`src/rtl/obstacle_pkg.sv`:
```
// Shared obstacle definitions: obstacle types, playfield and speed constants,
// and the spawner/slot state encodings.
package obstacle_pkg;

  typedef enum logic [2:0] {
    NONE         = 3'd0,
    CACTUS_SMALL = 3'd1,
    CACTUS_LARGE = 3'd2,
    PTERODACTYL  = 3'd3
  } type_t;

  localparam int GAME_WIDTH      = 640;
  localparam int SPEED_SCALE     = 1024;
  localparam int MIN_SPEED       = 6 * SPEED_SCALE;
  // Pterodactyls only appear once the horizon moves at 8.5 px/frame or faster.
  localparam int PTERO_MIN_SPEED = (17 * SPEED_SCALE) / 2;

  typedef enum logic [1:0] {
    IDLE    = 2'd0,
    ACTIVE  = 2'd1,
    CRASHED = 2'd2
  } spawner_state_t;

  typedef enum logic [1:0] {
    FREE    = 2'd0,
    PENDING = 2'd1,
    LIVE    = 2'd2
  } slot_state_t;

endpackage

```
`src/rtl/obstacle_spawner_if.sv`:
```
// Obstacle slot bundle between the spawner (master) and the obstacle
// instances (slave).
//   slot_start  : per-slot launch request
//   slot_typ    : per-slot obstacle type, held for the obstacle's lifetime
//   slot_remove : obstacle has left the screen
//   slot_gap    : required gap after the obstacle (unsigned)
//   slot_x_pos  : obstacle x position (signed)
//   slot_width  : obstacle width (unsigned)
interface obstacle_spawner_if #(
  parameter int SLOTS = 3
);
  logic [SLOTS-1:0]       slot_start;
  logic [SLOTS-1:0][2:0]  slot_typ;
  logic [SLOTS-1:0]       slot_remove;
  logic [SLOTS-1:0][10:0] slot_gap;
  logic [SLOTS-1:0][10:0] slot_x_pos;
  logic [SLOTS-1:0][9:0]  slot_width;

  modport master (
    output slot_start, slot_typ,
    input  slot_remove, slot_gap, slot_x_pos, slot_width
  );

  modport slave (
    input  slot_start, slot_typ,
    output slot_remove, slot_gap, slot_x_pos, slot_width
  );
endinterface

```
`src/rtl/obstacle_type_picker.sv`:
```
// Combinational obstacle type choice.
//   rng_data : random word, reduced mod 3 to a base type
//   speed    : horizon speed (SPEED_SCALE fixed point), gates pterodactyls
//   last_typ : type of the previous spawn
//   dup_cnt  : consecutive spawns of last_typ so far
//   typ      : chosen type
module obstacle_type_picker
  import obstacle_pkg::*;
#(
  parameter int MAX_DUP = 2,
  parameter int DUP_W   = 2
) (
  input  logic [10:0]      rng_data,
  input  logic [14:0]      speed,
  input  type_t            last_typ,
  input  logic [DUP_W-1:0] dup_cnt,
  output type_t            typ
);
  logic [1:0] r;
  type_t      base;

  always_comb begin
    r    = 2'(rng_data % 11'd3);
    base = CACTUS_SMALL;
    case (r)
      2'd1:    base = CACTUS_LARGE;
      2'd2:    base = (speed < 15'(PTERO_MIN_SPEED)) ? CACTUS_SMALL : PTERODACTYL;
      default: base = CACTUS_SMALL;
    endcase
    typ = base;
    if (base == last_typ && dup_cnt >= DUP_W'(MAX_DUP))
      typ = (base == CACTUS_SMALL) ? CACTUS_LARGE : CACTUS_SMALL;
  end
endmodule

```
`src/rtl/obstacle_spawner.sv`:
```
// Obstacle spawner: owns SLOTS obstacle slots and decides, on each frame
// update, whether to launch the next obstacle and of which type.
//   clk, rst_n   : clock, asynchronous active-low reset
//   update       : one-cycle frame strobe; all state changes happen on it
//   game_start   : leaves IDLE
//   crash        : enters CRASHED (terminal until reset)
//   speed        : horizon speed, SPEED_SCALE fixed point
//   rng_data     : random word for type choice
//   slot_if      : obstacle slot bundle (master side)
//   slot_live    : slot is PENDING or LIVE
//   spawn_count  : total spawns, saturating
//   state        : spawner_state_t
module obstacle_spawner
  import obstacle_pkg::*;
#(
  parameter int SLOTS   = 3,
  parameter int MAX_DUP = 2,
  parameter int SLOT_W  = 2
) (
  input  logic                clk,
  input  logic                rst_n,
  input  logic                update,
  input  logic                game_start,
  input  logic                crash,
  input  logic [14:0]         speed,
  input  logic [10:0]         rng_data,
  obstacle_spawner_if.master  slot_if,
  output logic [SLOTS-1:0]    slot_live,
  output logic [15:0]         spawn_count,
  output logic [1:0]          state
);
  localparam int DUP_W = $clog2(MAX_DUP + 2);

  spawner_state_t   state_q, state_d;
  slot_state_t      slot_q [SLOTS];
  slot_state_t      slot_d [SLOTS];
  type_t            typ_q  [SLOTS];
  type_t            typ_d  [SLOTS];
  logic [SLOTS-1:0] start_q, start_d;
  type_t            last_typ_q, last_typ_d;
  logic [DUP_W-1:0] dup_q, dup_d;
  logic [SLOT_W-1:0] last_slot_q, last_slot_d;
  logic [15:0]      count_q, count_d;

  type_t             pick;
  logic [SLOTS-1:0]  clear;
  logic              any_busy, free_found, last_clear, spawn_ok;
  logic [SLOT_W-1:0] free_idx;
  logic [12:0]       sum;

  obstacle_type_picker #(.MAX_DUP(MAX_DUP), .DUP_W(DUP_W)) u_picker (
    .rng_data (rng_data),
    .speed    (speed),
    .last_typ (last_typ_q),
    .dup_cnt  (dup_q),
    .typ      (pick)
  );

  // Spawn eligibility is judged on the current slot states only, so a slot
  // freed on this update cannot be reused until the next one.
  always_comb begin
    clear      = '0;
    any_busy   = 1'b0;
    free_found = 1'b0;
    free_idx   = '0;
    sum        = '0;
    for (int unsigned i = 0; i < SLOTS; i++) begin
      sum = {{2{slot_if.slot_x_pos[i][10]}}, slot_if.slot_x_pos[i]}
          + {3'b000, slot_if.slot_width[i]}
          + {2'b00, slot_if.slot_gap[i]};
      clear[i] = $signed(sum) < 13'sd640;
      if (slot_q[i] != FREE) any_busy = 1'b1;
      if (slot_q[i] == FREE && !free_found) begin
        free_found = 1'b1;
        free_idx   = SLOT_W'(i);
      end
    end
    case (slot_q[last_slot_q])
      FREE:    last_clear = 1'b1;
      LIVE:    last_clear = clear[last_slot_q];
      default: last_clear = 1'b0;
    endcase
    spawn_ok = free_found && (!any_busy || last_clear);
  end

  always_comb begin
    state_d     = state_q;
    slot_d      = slot_q;
    typ_d       = typ_q;
    start_d     = start_q;
    last_typ_d  = last_typ_q;
    dup_d       = dup_q;
    last_slot_d = last_slot_q;
    count_d     = count_q;
    if (update) begin
      case (state_q)
        IDLE: if (game_start) state_d = ACTIVE;
        ACTIVE: begin
          if (crash) begin
            state_d = CRASHED;
            start_d = '0;
          end else begin
            for (int unsigned i = 0; i < SLOTS; i++) begin
              case (slot_q[i])
                PENDING: begin
                  slot_d[i]  = LIVE;
                  start_d[i] = 1'b0;
                end
                LIVE:    if (slot_if.slot_remove[i]) slot_d[i] = FREE;
                default: ;
              endcase
            end
            if (spawn_ok) begin
              slot_d[free_idx]  = PENDING;
              start_d[free_idx] = 1'b1;
              typ_d[free_idx]   = pick;
              last_slot_d       = free_idx;
              last_typ_d        = pick;
              dup_d             = (pick == last_typ_q) ? dup_q + 1'b1 : DUP_W'(1);
              if (count_q != 16'hFFFF) count_d = count_q + 16'd1;
            end
          end
        end
        default: ;
      endcase
    end
  end

  always_ff @(posedge clk or negedge rst_n) begin
    if (!rst_n) begin
      state_q     <= IDLE;
      for (int unsigned i = 0; i < SLOTS; i++) begin
        slot_q[i] <= FREE;
        typ_q[i]  <= NONE;
      end
      start_q     <= '0;
      last_typ_q  <= NONE;
      dup_q       <= '0;
      last_slot_q <= '0;
      count_q     <= '0;
    end else begin
      state_q     <= state_d;
      slot_q      <= slot_d;
      typ_q       <= typ_d;
      start_q     <= start_d;
      last_typ_q  <= last_typ_d;
      dup_q       <= dup_d;
      last_slot_q <= last_slot_d;
      count_q     <= count_d;
    end
  end

  always_comb begin
    slot_if.slot_start = start_q;
    for (int unsigned i = 0; i < SLOTS; i++) begin
      slot_if.slot_typ[i] = typ_q[i];
      slot_live[i]        = (slot_q[i] != FREE);
    end
  end

  assign spawn_count = count_q;
  assign state       = state_q;

endmodule

```
`src/flat_wrapper.sv`:
```
// flat-port wrapper written by rule: the top's interface ports become plain ports
module obstacle_spawner_flat import obstacle_pkg::*;
#(
  parameter int SLOTS   = 3,
  parameter int MAX_DUP = 2,
  parameter int SLOT_W  = 2
)
  (clk, rst_n, update, game_start, crash, speed, rng_data, slot_live, spawn_count, state, slot_if_slot_start, slot_if_slot_typ, slot_if_slot_remove, slot_if_slot_gap, slot_if_slot_x_pos, slot_if_slot_width);
  obstacle_spawner_if #(.SLOTS(SLOTS)) slot_if_i ();
  input  logic clk;
  input  logic rst_n;
  input  logic update;
  input  logic game_start;
  input  logic crash;
  input  logic [14:0] speed;
  input  logic [10:0] rng_data;
  output logic [SLOTS-1:0] slot_live;
  output logic [15:0] spawn_count;
  output logic [1:0] state;
  output wire logic [$bits(slot_if_i.slot_start)-1:0] slot_if_slot_start;
  output wire logic [$bits(slot_if_i.slot_typ)-1:0] slot_if_slot_typ;
  input wire logic [$bits(slot_if_i.slot_remove)-1:0] slot_if_slot_remove;
  input wire logic [$bits(slot_if_i.slot_gap)-1:0] slot_if_slot_gap;
  input wire logic [$bits(slot_if_i.slot_x_pos)-1:0] slot_if_slot_x_pos;
  input wire logic [$bits(slot_if_i.slot_width)-1:0] slot_if_slot_width;
  assign slot_if_slot_start = slot_if_i.slot_start;
  assign slot_if_slot_typ = slot_if_i.slot_typ;
  assign slot_if_i.slot_remove = slot_if_slot_remove;
  assign slot_if_i.slot_gap = slot_if_slot_gap;
  assign slot_if_i.slot_x_pos = slot_if_slot_x_pos;
  assign slot_if_i.slot_width = slot_if_slot_width;
  obstacle_spawner #(.SLOTS(SLOTS), .MAX_DUP(MAX_DUP), .SLOT_W(SLOT_W)) u_core (.clk(clk), .rst_n(rst_n), .update(update), .game_start(game_start), .crash(crash), .speed(speed), .rng_data(rng_data), .slot_if(slot_if_i), .slot_live(slot_live), .spawn_count(spawn_count), .state(state));
endmodule
```
`config.mk`:
```
export PLATFORM = sky130hd
export DESIGN_NAME = obstacle_spawner_flat
export DESIGN_NICKNAME = d
export VERILOG_FILES = /design/src/rtl/obstacle_pkg.sv /design/src/rtl/obstacle_spawner_if.sv /design/src/rtl/obstacle_type_picker.sv /design/src/rtl/obstacle_spawner.sv /design/src/flat_wrapper.sv
export SDC_FILE = /design/constraint.sdc
export NUM_CORES = 1
export LEC_CHECK = 0
export ABC_CLOCK_PERIOD_IN_PS = 3300
export CAP_MARGIN = 15
export CORE_UTILIZATION = 48
export CTS_CLUSTER_SIZE = 10
export DETAILED_ROUTE_END_ITERATION = 8
export GPL_TIMING_DRIVEN = 0
export PLACE_DENSITY = 0.93
export SYNTH_ARGS = -nofsm -noshare
export SYNTH_HDL_FRONTEND = slang
export SYNTH_SLANG_ARGS = --single-unit
```
`constraint.sdc`:
```
create_clock -name clk -period 3.3 [get_ports clk]
set_clock_uncertainty 0.2 [all_clocks]
set_input_delay 0.33 -clock clk [delete_from_list [all_inputs] [get_ports clk]]
set_output_delay 0.33 -clock clk [all_outputs]
set_load 0.02 [all_outputs]
```
Word level (Yosys, flattened, before mapping)

Cells that the tools add are included.

Memory bits (writable): 0
Logic and storage cells: 138
Bits in latches: 0
Memories kept: 0
Input port bits: 130
ROM bits: 0
Flip-flop bits (word level): 43

Add/subtract/negate cells: 8
Eq/ne operators: 16
Multiplexer cells: 59
Reductions and logical operators: 24
Shift-type cells: 0
Bitwise logic cells: 7
Div/mod/pow operators: 1
Multiply operators: 0
Magnitude comparators: 11

Operators by type and width:

| kind                                                         | count |
|---|---|
| 2-to-1 mux 2 bit                                             | 21 |
| adder 13 x 11 -> 13 bit                                      | 3 |
| less-than comparator 13 x 11 -> 1 bit, second input constant | 3 |
| adder 11 x 11 -> 12 bit                                      | 3 |
| 2-to-1 mux 1 bit                                             | 21 |
| one-hot mux 2 bit (2 select lines)                           | 5 |
| adder 16 x 1 -> 16 bit, second input constant                | 1 |
| inequality test 16 bit, second input constant                | 1 |
| less-than comparator 15 x 14 -> 1 bit, second input constant | 1 |
| 2-to-1 mux 3 bit                                             | 4 |
| modulo 11 x 2 -> 11 bit, second input constant               | 1 |
| equality test 2 x 1 -> 1 bit, second input constant          | 5 |
| equality test 2 bit, second input constant                   | 5 |
| zero test 2 bit                                              | 5 |
| bitwise mux 9 bit                                            | 1 |
| AND reduction 4 bit                                          | 2 |
| nonzero test 2 bit                                           | 4 |
| demux 3 bit (select 2 bit)                                   | 1 |
| equality test 3 bit                                          | 2 |
| >= comparator 3 bit, second input constant                   | 2 |
| logical AND 1 bit                                            | 6 |
| less-than comparator 2 x 3 -> 1 bit, second input constant   | 2 |
| 2-to-1 mux 6 bit                                             | 1 |
| inverter 2 -> 3 bit                                          | 2 |
| other kinds (20)                                             | 24 |

Depth between registers and ports, before layout

Depth in word-level cells: 16
Mapped depth: 25

Cells and area by module

From an unflattened synthesis, not the netlist that was laid out.

Cells, all modules: 523
Area total of the unflattened synthesis: 4967.3 um^2

Modules (own cells, without submodules):

| module               | area each (um^2) | times used | seq. area each (um^2) | cells each |
|---|---|---|---|---|
| obstacle_spawner     | 4055.1           | 1          | 1076.0                | 401 |
| obstacle_type_picker | 912.1            | 1          | 0.0                   | 122 |

Worst setup path after synthesis

Ideal clock, no wire load.

Kind: in2reg
Start point: in rng_data[7]
End point: reg u_core.dup_q[0]
Setup time: 0.119 ns
Path buffers: 1
Stages: 24
Setup slack: -1.706 ns
Required time: 2.981 ns
Arrival: 4.688 ns
Cells stage by stage: clkbuf_1 xnor2_1 o211ai_1 nor3b_1 nor3_2 mux2i_1 a31oi_1 nor2_1 inv_1 ha_1 nor3_1 a22o_1 a211oi_1 or2_1 mux2_1 ha_1 xor2_1 o21a_1 nor3_1 a31oi_1 o22ai_1 o21ai_0 or4_1 o21a_1

Cells in the longest elaborated chain, start to end: 8
Elaborated cells on any way between the ends: 11
Those cells by class: div (1); eq/ne (5); mux (4); reduce/logical (1)

RTL lines:

| item                                                                       | RTL line                                               | RTL |
|---|---|---|
| from (decl)                                                                | flat_wrapper.sv:16                                     | `input logic [10:0] rng_data;` |
| modulo 11 x 2 -> 11 bit *                                                  | obstacle_type_picker.sv:23                             | `r = 2'(rng_data % 11'd3);` |
| equality test 2 bit / equality test 2 x 1 -> 1 bit (equally long branches) | obstacle_type_picker.sv:25                             | `case (r)` |
| one-hot mux 2 bit (2 select lines) *                                       | obstacle_type_picker.sv:25                             |  |
| equality test 3 x 1 -> 1 bit / equality test 3 bit (equally long branches) | obstacle_type_picker.sv:32, obstacle_type_picker.sv:31 |  |
| 2-to-1 mux 2 bit / logical AND 1 bit (equally long branches)               | obstacle_type_picker.sv:32, obstacle_type_picker.sv:31 |  |
| 2-to-1 mux 3 bit *                                                         | obstacle_type_picker.sv:31                             | `if (base == last_typ && dup_cnt >= DUP_W'(MAX_DUP))` |
| equality test 3 bit *                                                      | obstacle_spawner.sv:119                                | `dup_d = (pick == last_typ_q) ? dup_q + 1'b1 : DUP_W'(1);` |
| 2-to-1 mux 2 bit *                                                         | obstacle_spawner.sv:119                                |  |
| to (signal assigned)                                                       | obstacle_spawner.sv:147                                | `dup_q <= dup_d;` |
| to (decl)                                                                  | obstacle_spawner.sv:41                                 | `logic [DUP_W-1:0] dup_q, dup_d;` |

Every way passes the cells marked *; elsewhere a longest branch is shown, timed or not.
A chain may end at the register's enable or synchronous reset.

Final worst setup path

Ends and elaborated chain as after synthesis.

==> flow_summary_export.csv <==
group,metric,value,unit
yosys,synthArstFlopShare,100,%
clock_network,cts_max_path_buffers,2,
yosys,yosysTopAreaCell,"ha_1",
cells_and_area,fill_cells,566,
die,rows,37,
clock_network,insertion_delay,0.31,ns
yosys,synth-seq-area-share,19.4,%
yosys,synth_ff_type,"dfrtp_1",
yosys,synthTopCellsByArea,"ha_1, dfrtp_1, xnor2_1, a21oi_1, o21ai_0",
place,place_inst,885,
place,io_buffers,147,
yosys,yosys_warnings,0,
min_path,hold_class,"flip-flop to flip-flop",
yosys,ys_types,76,
power,p_per_area,407,nW/um2
yosys,synth-edff-count,0,
yosys,syn-cell-area,5040,um2
clock_network,cts_tree,"built",
clock_network,cts.sinks,39,
power,pwr-share-seq,17.5,%
cells_and_area,antenna_cells,0,
sta,worst_slew_pin_slew,1.15,ns
power,pwr-share-comb,69.5,%
die,fp.dieW,104,um
clock_network,cts_root_buf,"clkbuf_8",
sta,finalHoldViolCount,0,
yosys,synth.most_common_cell,"ha_1",
grt,grt_overflow_total,0,
cells_and_area,seqCellArea,976,um2
grt,grt_pass1_vias,5913,
place,place_congestion,0.883,
sta,rsz0062_at_grt,"yes",
sta,fin_ws,-1.84,ns
sta,report.final.slew_viol_count,0,
cells_and_area,area_growth,63.3,%
grt,grt_antenna_before_repair,0,
cells_and_area,finalNonFillerCells,961,
setup_path,critPathArrivalTime,5.13,ns
clock_network,cts.clk_slew.worst_paths,0.09,ns
sta,hold_ws,0.292,ns
detailed_routing,drc,0,
die,dieArea,10900,um2
place,dpl.hpwl,11100,um
yosys,avgSynthCellArea,8.40,um2
detailed_routing,wire_per_inst,20.4,um
setup_path,cp_cell_sequence,"buf_6 > clkbuf_4 > and3b_1 > o21ai_0 > a21oi_1 > nor3_2 > mux2i_1 > a22o_1 > mux2i_2 > nor2_1 > or2_4 > ha_4 > nor3_1 > o22ai_4 > ha_4 > xor2_2 > o21a_1 > nor3_2 > a31oi_1 > o22ai_1 > o21ai_1 > or4_1 > o21a_1",
grt,grt_pass1_wl,26800,um
grt,grt_usage,29.4,%
place,placed_area,6820,um2
power,p_sw_share,43.0,%
detailed_routing,vias,6106,
detailed_routing,drt-total-wl,19600,um
cells_and_area,layout-drive-gt1-share,28.1,%
detailed_routing,initialDrtViolationCount,405,
flow_run,maxCapViolations,0,
setup_path,startpoint_type,"primary input",
status,status,"complete, but fails checks",
setup_path,required,3.29,ns
yosys,synth_top_cell_area_share,19.6,%
detailed_routing,firstDrtPassIters,8,
die,start_util,49.2,%
sta,max_freq,0.195,GHz
sta,final.period_utilization,156,%
grt,grt_max_degree,40,
die,top_level_ports,163,
power,power.switching,1.44,mW
cells_and_area,multiInputGateArea,4710,um2
yosys,yosys_register_bits,39,
cells_and_area,final_area,8230,um2
yosys,ys_top_cells_by_count,"ha_1, a21oi_1, dfrtp_1",
status,violations,"negative setup slack",
sta,worst_slew_margin_rel,23.0,%
setup_path,critPathMaxStageDelay,0.48,ns
detailed_routing,ant_nets,0,
power,ir_worst_vdd,0.301,mV
yosys,synthCells,600,
clock_network,cts_buffers,5,
setup_path,path_class,"primary input to flip-flop",
sta,setup_viol,37,
setup_path,critPathCaptureType,"flip-flop",
power,power_frac_clock,13.0,%
die,fp.dieH,104,um
power,p_leak,3.53,nW
die,core-area,10200,um2
clock_network,cts-htree-levels,2,
cells_and_area,layout.nets,1036,
sta,min_period,5.14,ns
power,internal_power,1.91,mW
setup_path,path_max_fanout,5,
setup_path,critical_path.slowest_cell,"nor3_1",
detailed_routing,vias_per_cell,6.35,
[metal layers]
metal  up-vias  GRT usage (%)  wire length [um]
li1       2691              -                 -
met1      2912           32.9              6960
met2       372           56.7             10300
met3       131           4.26              1250
met4         0           8.88              1130
met5         -              0                 0
[state kept, by name, summed over array words and instances (netlist names)]
signal                     flops
u_core.slot_q                  6
u_core.slot_if.slot_start      3
u_core.last_slot_q             2
u_core.slot_if.slot_typ        6
u_core.dup_q                   2
u_core.spawn_count            16
u_core.state                   2
u_core.last_typ_q              2
[cells in the final DEF (no fill, tap or decap), types with 7 or more instances in the layout]
cell,n
buf_6,14
ha_4,11
dlygate4sd2_1,10
nor3_1,12
nand3_1,16
clkdlybuf4s50_1,123
nor2_1,31
buf_4,59
a21oi_1,24
nand2_1,34
nand2b_1,8
nor3_2,7
clkbuf_8,7
xnor2_1,24
xor2_1,16
nor4_4,7
a21oi_2,16
dfrtp_1,39
o21a_1,8
o21ai_1,10
o21bai_1,8
inv_1,27
nor2b_1,8
mux2_4,8
a21o_1,8
o21ai_0,21
ha_1,67
o211ai_1,7
nand4_1,12
[what timing repair did]
item | in CTS | in global routing
pin swaps | 69 | 62
setup buffers | 46 | 23
endpoints found under the hold margin | 39 | 0
gates cloned | 2 | 1
gates resized for setup | 138 | 84
hold buffers | 1 | 0
endpoints found under the setup margin | 37 | 37
[area by class of cell]
type / count / area share [%]
timing repair buffer: 215 / 24.5
sequential: 39 / 11.9
multi-input combinational: 518 / 57.3
tap: 136 / 2.07
clock inverter: 2 / 0.426
clock buffer: 6 / 1.00
inverter: 29 / 1.35
buffer: 16 / 1.52
[power groups by stage]
stage	clock [mW]	combinational [mW]	sequential, mW
3_3_place_gp	0	1.36	0.579
5_1_grt	0.458	2.45	0.590
3_5_place_dp	0	1.45	0.585
6_report	0.436	2.33	0.585
4_1_cts	0.421	1.83	0.576
2_1_floorplan	0	0.978	0.598
[cells by family (layout without fill, tap and decap cells)]
logic type / after synthesis / count (layout) / synth area share (%)
AO/OA/AOI/OAI: 162 / 162 / 21.2
XOR/XNOR: 47 / 47 / 8.32
adder cells (fa/ha/maj): 82 / 82 / 20.8
buffers and inverters: 45 / 268 / 3.75
flip-flops: 39 / 39 / 19.4
multiplexers: 17 / 17 / 3.63
other: 1 / 3 / 0.0744
AND/OR/NAND/NOR: 207 / 207 / 22.8
[stage by stage]
| stage | TNS [ns] | setup slack, ns | total power, mW | utilization, % |
|---|---|---|---|---|
| floorplan | -44.26 | -1.51 | 1.58 | - |
| global placement | -72.10 | -2.21 | 1.94 | 66.7 |
| detailed placement | -77.88 | -2.43 | 2.03 | 66.7 |
| CTS | -46.19 | -1.43 | 2.83 | 75.8 |
| global route | -61.77 | -2.07 | 3.50 | 80.4 |
| finish | -56.07 | -1.84 | 3.35 | 80.4 |
[final timing paths]
path                                                     from                                     end  slack [ns]  cells after the start
setup / recovery                                  rng_data[7]             u_core.dup_q[0]$_DFFE_PN0P_       -1.84                     23
hold / removal             u_core.spawn_count[15]$_DFFE_PN0P_      u_core.spawn_count[15]$_DFFE_PN0P_        0.29                      1
setup reg to reg            u_core.last_slot_q[1]$_DFFE_PN0P_  u_core.slot_if.slot_typ[7]$_DFFE_PN0P_       -0.13                     11
hold reg to reg            u_core.spawn_count[15]$_DFFE_PN0P_      u_core.spawn_count[15]$_DFFE_PN0P_        0.29                      1
max in group asynchronous                               rst_n            u_core.slot_q[3]$_DFFE_PN0P_        1.85                      2
min in group asynchronous                               rst_n       u_core.spawn_count[8]$_DFFE_PN0P_        0.49                      2
[critical path, delay by kind of cell]
family | cells | cell delay [ns]
buffers and inverters | 2 | 0.25
multiplexers | 2 | 0.48
AND/OR/NAND/NOR | 7 | 1.97
XOR/XNOR | 1 | 0.15
AO/OA/AOI/OAI | 9 | 1.57
adder cells (fa/ha/maj) | 2 | 0.37
Power figures use the tool's default switching activity.
